--- src/rtl/instruction_decode.sv ---
// MIPS decode stage: owns the 32x32 register file, decodes the fetched instruction
// and issues a registered control/operand bundle to the ALU with a one-cycle stage3 strobe.
module instruction_decode #(
    parameter int COUNT_W = 16
) (
    input  logic               clock,
    input  logic               reset_n,
    input  logic [31:0]        instr,
    input  logic               stage2,
    input  logic               wbEnable,
    input  logic [4:0]         wbAddr,
    input  logic [31:0]        wbData,
    output logic               stage3,
    output logic [31:0]        rsValue,
    output logic [31:0]        rtValue,
    output logic [31:0]        immExt,
    output logic [4:0]         destReg,
    output logic [3:0]         aluOp,
    output logic               aluSrc,
    output logic               memRead,
    output logic               memWrite,
    output logic               regWrite,
    output logic               memToReg,
    output logic               branch,
    output logic               jump,
    output logic               illegal,
    output logic [25:0]        jumpTarget,
    output logic [COUNT_W-1:0] decodedCount
);
    typedef enum logic {IDLE, ISSUE} state_t;

    typedef struct packed {
        logic [31:0] imm;
        logic [4:0]  dest;
        logic [3:0]  aluop;
        logic        alusrc;
        logic        memrd;
        logic        memwr;
        logic        regwr;
        logic        mem2reg;
        logic        branch;
        logic        jump;
        logic        illegal;
        logic [25:0] jt;
    } dec_t;

    state_t      state;
    logic [31:0] rf [32];
    dec_t        d;
    logic [31:0] rs_rd, rt_rd;

    wire [5:0]  op    = instr[31:26];
    wire [4:0]  rs    = instr[25:21];
    wire [4:0]  rt    = instr[20:16];
    wire [4:0]  rd    = instr[15:11];
    wire [4:0]  shamt = instr[10:6];
    wire [5:0]  funct = instr[5:0];
    wire [31:0] sext  = {{16{instr[15]}}, instr[15:0]};
    wire [31:0] zext  = {16'b0, instr[15:0]};

    assign stage3 = (state == ISSUE);

    always_comb begin
        d = '0;
        case (op)
            6'h00: begin
                d.dest  = rd;
                d.regwr = 1'b1;
                case (funct)
                    6'h20: d.aluop = 4'd0;
                    6'h22: d.aluop = 4'd1;
                    6'h24: d.aluop = 4'd2;
                    6'h25: d.aluop = 4'd3;
                    6'h2A: d.aluop = 4'd4;
                    6'h00: begin d.aluop = 4'd5; d.alusrc = 1'b1; d.imm = {27'b0, shamt}; end
                    6'h02: begin d.aluop = 4'd6; d.alusrc = 1'b1; d.imm = {27'b0, shamt}; end
                    default: begin d = '0; d.illegal = 1'b1; end
                endcase
            end
            6'h08: begin d.aluop = 4'd0; d.imm = sext; d.alusrc = 1'b1; d.dest = rt; d.regwr = 1'b1; end
            6'h0C: begin d.aluop = 4'd2; d.imm = zext; d.alusrc = 1'b1; d.dest = rt; d.regwr = 1'b1; end
            6'h0D: begin d.aluop = 4'd3; d.imm = zext; d.alusrc = 1'b1; d.dest = rt; d.regwr = 1'b1; end
            6'h23: begin
                d.aluop = 4'd0; d.imm = sext; d.alusrc = 1'b1; d.dest = rt;
                d.regwr = 1'b1; d.memrd = 1'b1; d.mem2reg = 1'b1;
            end
            6'h2B: begin d.aluop = 4'd0; d.imm = sext; d.alusrc = 1'b1; d.memwr = 1'b1; end
            6'h04: begin d.aluop = 4'd1; d.imm = sext; d.branch = 1'b1; end
            6'h02: begin d.jump = 1'b1; d.jt = instr[25:0]; end
            default: d.illegal = 1'b1;
        endcase
        // writes to $0 are meaningless, so 0x00000000 becomes a true NOP
        if (d.dest == 5'd0) d.regwr = 1'b0;
    end

    // same-edge writeback wins over the stale array value
    always_comb begin
        rs_rd = rf[rs];
        rt_rd = rf[rt];
        if (wbEnable && wbAddr == rs) rs_rd = wbData;
        if (wbEnable && wbAddr == rt) rt_rd = wbData;
        if (rs == 5'd0) rs_rd = '0;
        if (rt == 5'd0) rt_rd = '0;
    end

    always_ff @(posedge clock or negedge reset_n) begin
        if (!reset_n) begin
            state        <= IDLE;
            for (int i = 0; i < 32; i++) rf[i] <= '0;
            rsValue      <= '0;
            rtValue      <= '0;
            immExt       <= '0;
            destReg      <= '0;
            aluOp        <= '0;
            aluSrc       <= 1'b0;
            memRead      <= 1'b0;
            memWrite     <= 1'b0;
            regWrite     <= 1'b0;
            memToReg     <= 1'b0;
            branch       <= 1'b0;
            jump         <= 1'b0;
            illegal      <= 1'b0;
            jumpTarget   <= '0;
            decodedCount <= '0;
        end else begin
            if (wbEnable && wbAddr != 5'd0) rf[wbAddr] <= wbData;
            case (state)
                IDLE:    if (stage2) state <= ISSUE;
                ISSUE:   if (!stage2) state <= IDLE;
                default: state <= IDLE;
            endcase
            if (stage2) begin
                rsValue      <= rs_rd;
                rtValue      <= rt_rd;
                immExt       <= d.imm;
                destReg      <= d.dest;
                aluOp        <= d.aluop;
                aluSrc       <= d.alusrc;
                memRead      <= d.memrd;
                memWrite     <= d.memwr;
                regWrite     <= d.regwr;
                memToReg     <= d.mem2reg;
                branch       <= d.branch;
                jump         <= d.jump;
                illegal      <= d.illegal;
                jumpTarget   <= d.jt;
                decodedCount <= decodedCount + COUNT_W'(1);
            end
        end
    end
endmodule

--- config.mk ---
export PLATFORM = sky130hd
export DESIGN_NAME = instruction_decode
export DESIGN_NICKNAME = d
export VERILOG_FILES = /design/src/rtl/instruction_decode.sv
export SDC_FILE = /design/constraint.sdc
export NUM_CORES = 2
export LEC_CHECK = 0
export ABC_AREA = 1
export CORE_ASPECT_RATIO = 1.25
export CORE_MARGIN = 2
export CORE_UTILIZATION = 45
export DETAILED_ROUTE_END_ITERATION = 10
export SLEW_MARGIN = 0
export SYNTH_ARGS = -nofsm -noshare
export SYNTH_HDL_FRONTEND = slang
export SYNTH_SLANG_ARGS = --single-unit
export TNS_END_PERCENT = 5
--- constraint.sdc ---
create_clock -name clock -period 1.9 [get_ports clock]
set_input_delay 0.19 -clock clock [delete_from_list [all_inputs] [get_ports clock]]
set_output_delay 0.19 -clock clock [all_outputs]
set_load 0.05 [all_outputs]
==> results_dict.tcl <==
set metrics [dict create \
    clock_pin_slew_on_the_worst_setup_and_hold_paths_ps 60 \
    layout_commonest_cell "nand2_1" \
    critical_path_cell_by_cell "buf_4" \
    area_delta_synth_final_pct 19.42 \
    route.detailed.wl_per_inst_um 24.19 \
    drt_first_iter_violations 7772 \
    place_congestion 0.9225 \
    post_route_cells_drive_above_1_share_pct 10.59 \
    rows 152 \
    synth-edff-count 0 \
    cts_buffers 119 \
    outcome "complete, no violations" \
    hold_path.class "in2reg" \
    sw_frac_of_total_pct 32.14 \
    synth.net_count 8289 \
    timing.max_slew.rel_slack_pct 48.79 \
    number_of_global_route_vias_before_repair 57610 \
    synth_flop_cell "dfrtp_1" \
    synth.yosys.seq_area_share_pct 47.04 \
    crit_path_start_kind "flip-flop" \
    cts.sinks 1163 \
    hpwl_um 158100 \
    detailed_place.area_um2 69630 \
    placed_cell_count 9957 \
    design.core.area_um2 136900 \
    synth-seq-cells 1163 \
    path_class "reg2out" \
    die_width_um 335.6 \
    buffers_inserted_during_post_cts_setup_optimization 0 \
    final.setup_skew_ps 35.44 \
    worst-slew-pin-transition_ps 765.6 \
    ant_nets 0 \
    share_of_the_cycle_needed_by_the_critical_path_after_routing_pct 98.26 \
    cts.path.max_buffers 3 \
    max-cap-violations 0 \
    gr-total-overflow 0 \
    route.vias.total 61540 \
    timing_max_transition_violations_final 0 \
    worst_skew_pair.late_latency_ps 780 \
    vdd.ir_drop.worst_mv 0.7852 \
    num_io_pins 229 \
    worst_path_dominant_cell_family "flip-flops" \
    h-tree-depth 3 \
    dpl_worst_slack_ps -310.9 \
    net-switching-power_uw 23650 \
    clock_tree.root_cell "clkbuf_16" \
    totalWireLength_um 246600 \
    p_clk_share_pct 35.4 \
    path_buf_inv 1 \
    totalPowerFinal_uw 73580 \
    drt_first_pass_iters 6 \
    fin_area_um2 73880 \
    critical_path.max_stage_delay_ps 610 \
    post_synthesis_instance_area_um2 61870 \
    die_area_um2 140500 \
    power_frac_comb_pct 20.7 \
    postSynthCellCount 8215 \
    setup.worst_path.end_class "output port" \
    hold_viol_final 0 \
    global_route_wire_length_before_repair_um 369300 \
    worst_slack_ps 33.12 \
    cts_tree "built" \
    placement.io_buffers 227 \
    synthesis.yosys.warnings 0 \
    critical_path_data_required_time_ps 1710 \
    finalHoldWorstSlack_ps 44.10 \
    cp_max_fo 3 \
    fill_cell_count 12950 \
    grt_start_max_net_pins 119 \
    finalNonFillerCells 10190 \
    synth.avg_cell_area_um2 7.531 \
    cellLeakagePower_uw 0.03395 \
    routed_via_density 6.038 \
    finalSetupViolCount 0 \
    detail_route.drc_violations 0 \
    synth_cell_type_count 37 \
    post-route-min-period_ps 1867 \
    grt.total_usage_pct 34.72 \
    die_y_um 418.6 \
    critPathArrivalTime_ps 1680 \
    worst_path_max_delay_cell "dfrtp_1" \
    fmax_mhz 535.7 \
    nNetsFinal 8384 \
    synth_async_sr_flop_share_pct 100.0 \
    power_frac_seq_pct 43.8 \
    power_report.internal_total_uw 49930 \
    rsz0062_at_grt "false" \
    floorplan.initialDensity_pct 45.18 \
    final_cell_mix "nand2_1 (1846), o21ai_0 (1627), dfrtp_1 (1160), nand3_1 (614), a21oi_1 (558)" \
    grt_antenna_before_repair 8 \
    power_density_nw_per_um2 995.9 \
]
[power groups by stage]
stage	Sequential [uW]	Clock (uW)	Combinational (uW)
floorplan	32700	0	9020
global placement	32400	0	14800
detailed placement	32500	0	15200
CTS	32100	26400	15100
global route	32700	27300	17100
finish	32300	26100	15300
[registers in the layout (all words and copies together) (netlist names), 3 cells and up]
register,flops
rf,1024
rsValue,32
rtValue,32
jumpTarget,26
immExt,17
decodedCount,16
destReg,5
aluOp,3
[Yosys cell counts, types with 3 or more instances]
library cell,n,area share (%)
inv_1,527,3.2
o211ai_1,402,4.9
o22ai_1,32,0.32
o21ai_0,1627,13
buf_4,70,0.85
nand2_1,1870,11
o21ai_1,136,1.1
inv_2,12,0.073
a21oi_1,558,4.5
xnor2_1,8,0.11
nor2_1,362,2.2
nand3_1,615,5.0
dfrtp_1,1163,47
nor3_2,10,0.16
nor2_4,6,0.11
a31oi_1,8,0.081
nand4_1,66,0.67
buf_6,17,0.31
clkinv_1,3,0.018
buf_2,153,1.2
buf_1,61,0.37
xor2_1,4,0.057
nor3_1,7,0.057
clkbuf_1,482,2.9
[cells by family (layout without fill, tap and decap cells)]
family | Yosys count | count (layout) | share of synthesized area [%]
AO/OA/AOI/OAI | 2767 | 2767 | 24.13
XOR/XNOR | 12 | 12 | 0.1699
adder cells (fa/ha/maj) | 1 | 1 | 0.02022
buffers and inverters | 1326 | 1527 | 9.004
flip-flops | 1163 | 1163 | 47.04
other | 1 | 6 | 0.006061
AND/OR/NAND/NOR | 2945 | 2945 | 19.63
[metal layers]
metal | part of all wire, % | GRT usage [%] | vias up
li1 | - | - | 27850
met5 | 0.0085 | 0 | -
met4 | 5.1 | 16.58 | 4
met3 | 11 | 7.047 | 717
met1 | 40 | 47.24 | 29530
met2 | 44 | 52.95 | 3443
[through the flow]
stage | util, % | TNS (ps)
floorplan | - | 0
global placement | 50.85 | -88600
detailed placement | 50.85 | -138700
CTS | 53.96 | -0.8513
global route | 53.95 | 0
finish | 53.96 | 0
[area by class of cell]
class | instances | area (um^2) | share of cell area, %
clock inverter | 56 | 810.8 | 1.097
sequential | 1163 | 29110 | 39.40
multi-input combinational | 5726 | 27390 | 37.08
antenna | 5 | 12.51 | 0.01693
timing repair buffer | 758 | 8808 | 11.92
tap | 1771 | 2216 | 2.999
inverter | 542 | 2052 | 2.777
clock buffer | 171 | 3485 | 4.716
[path summary, 6_finish.rpt]
check,from,end,slack (ps),cells past startpoint
worst max-delay path,rtValue[13],rtValue[13],30,1
worst min-delay path,wbData[2],rf[354],40,3
worst max register to register,rf[21],rsValue[21],260,11
worst min register to register,rf[994],rf[994],390,0
max in group asynchronous,reset_n,rf[135],650,3
min in group asynchronous,reset_n,rf[198],70,3
[what timing repair did]
| action | in CTS | in global routing |
|---|---|---|
| hold endpoints to repair | 1164 | 0 |
| setup endpoints to repair | 131 | 4 |
| gates resized for setup | 201 | 4 |
| pin swaps | 0 | 0 |
| hold buffers | 3 | 0 |
No activity file was read; power rests on OpenSTA's default activity.
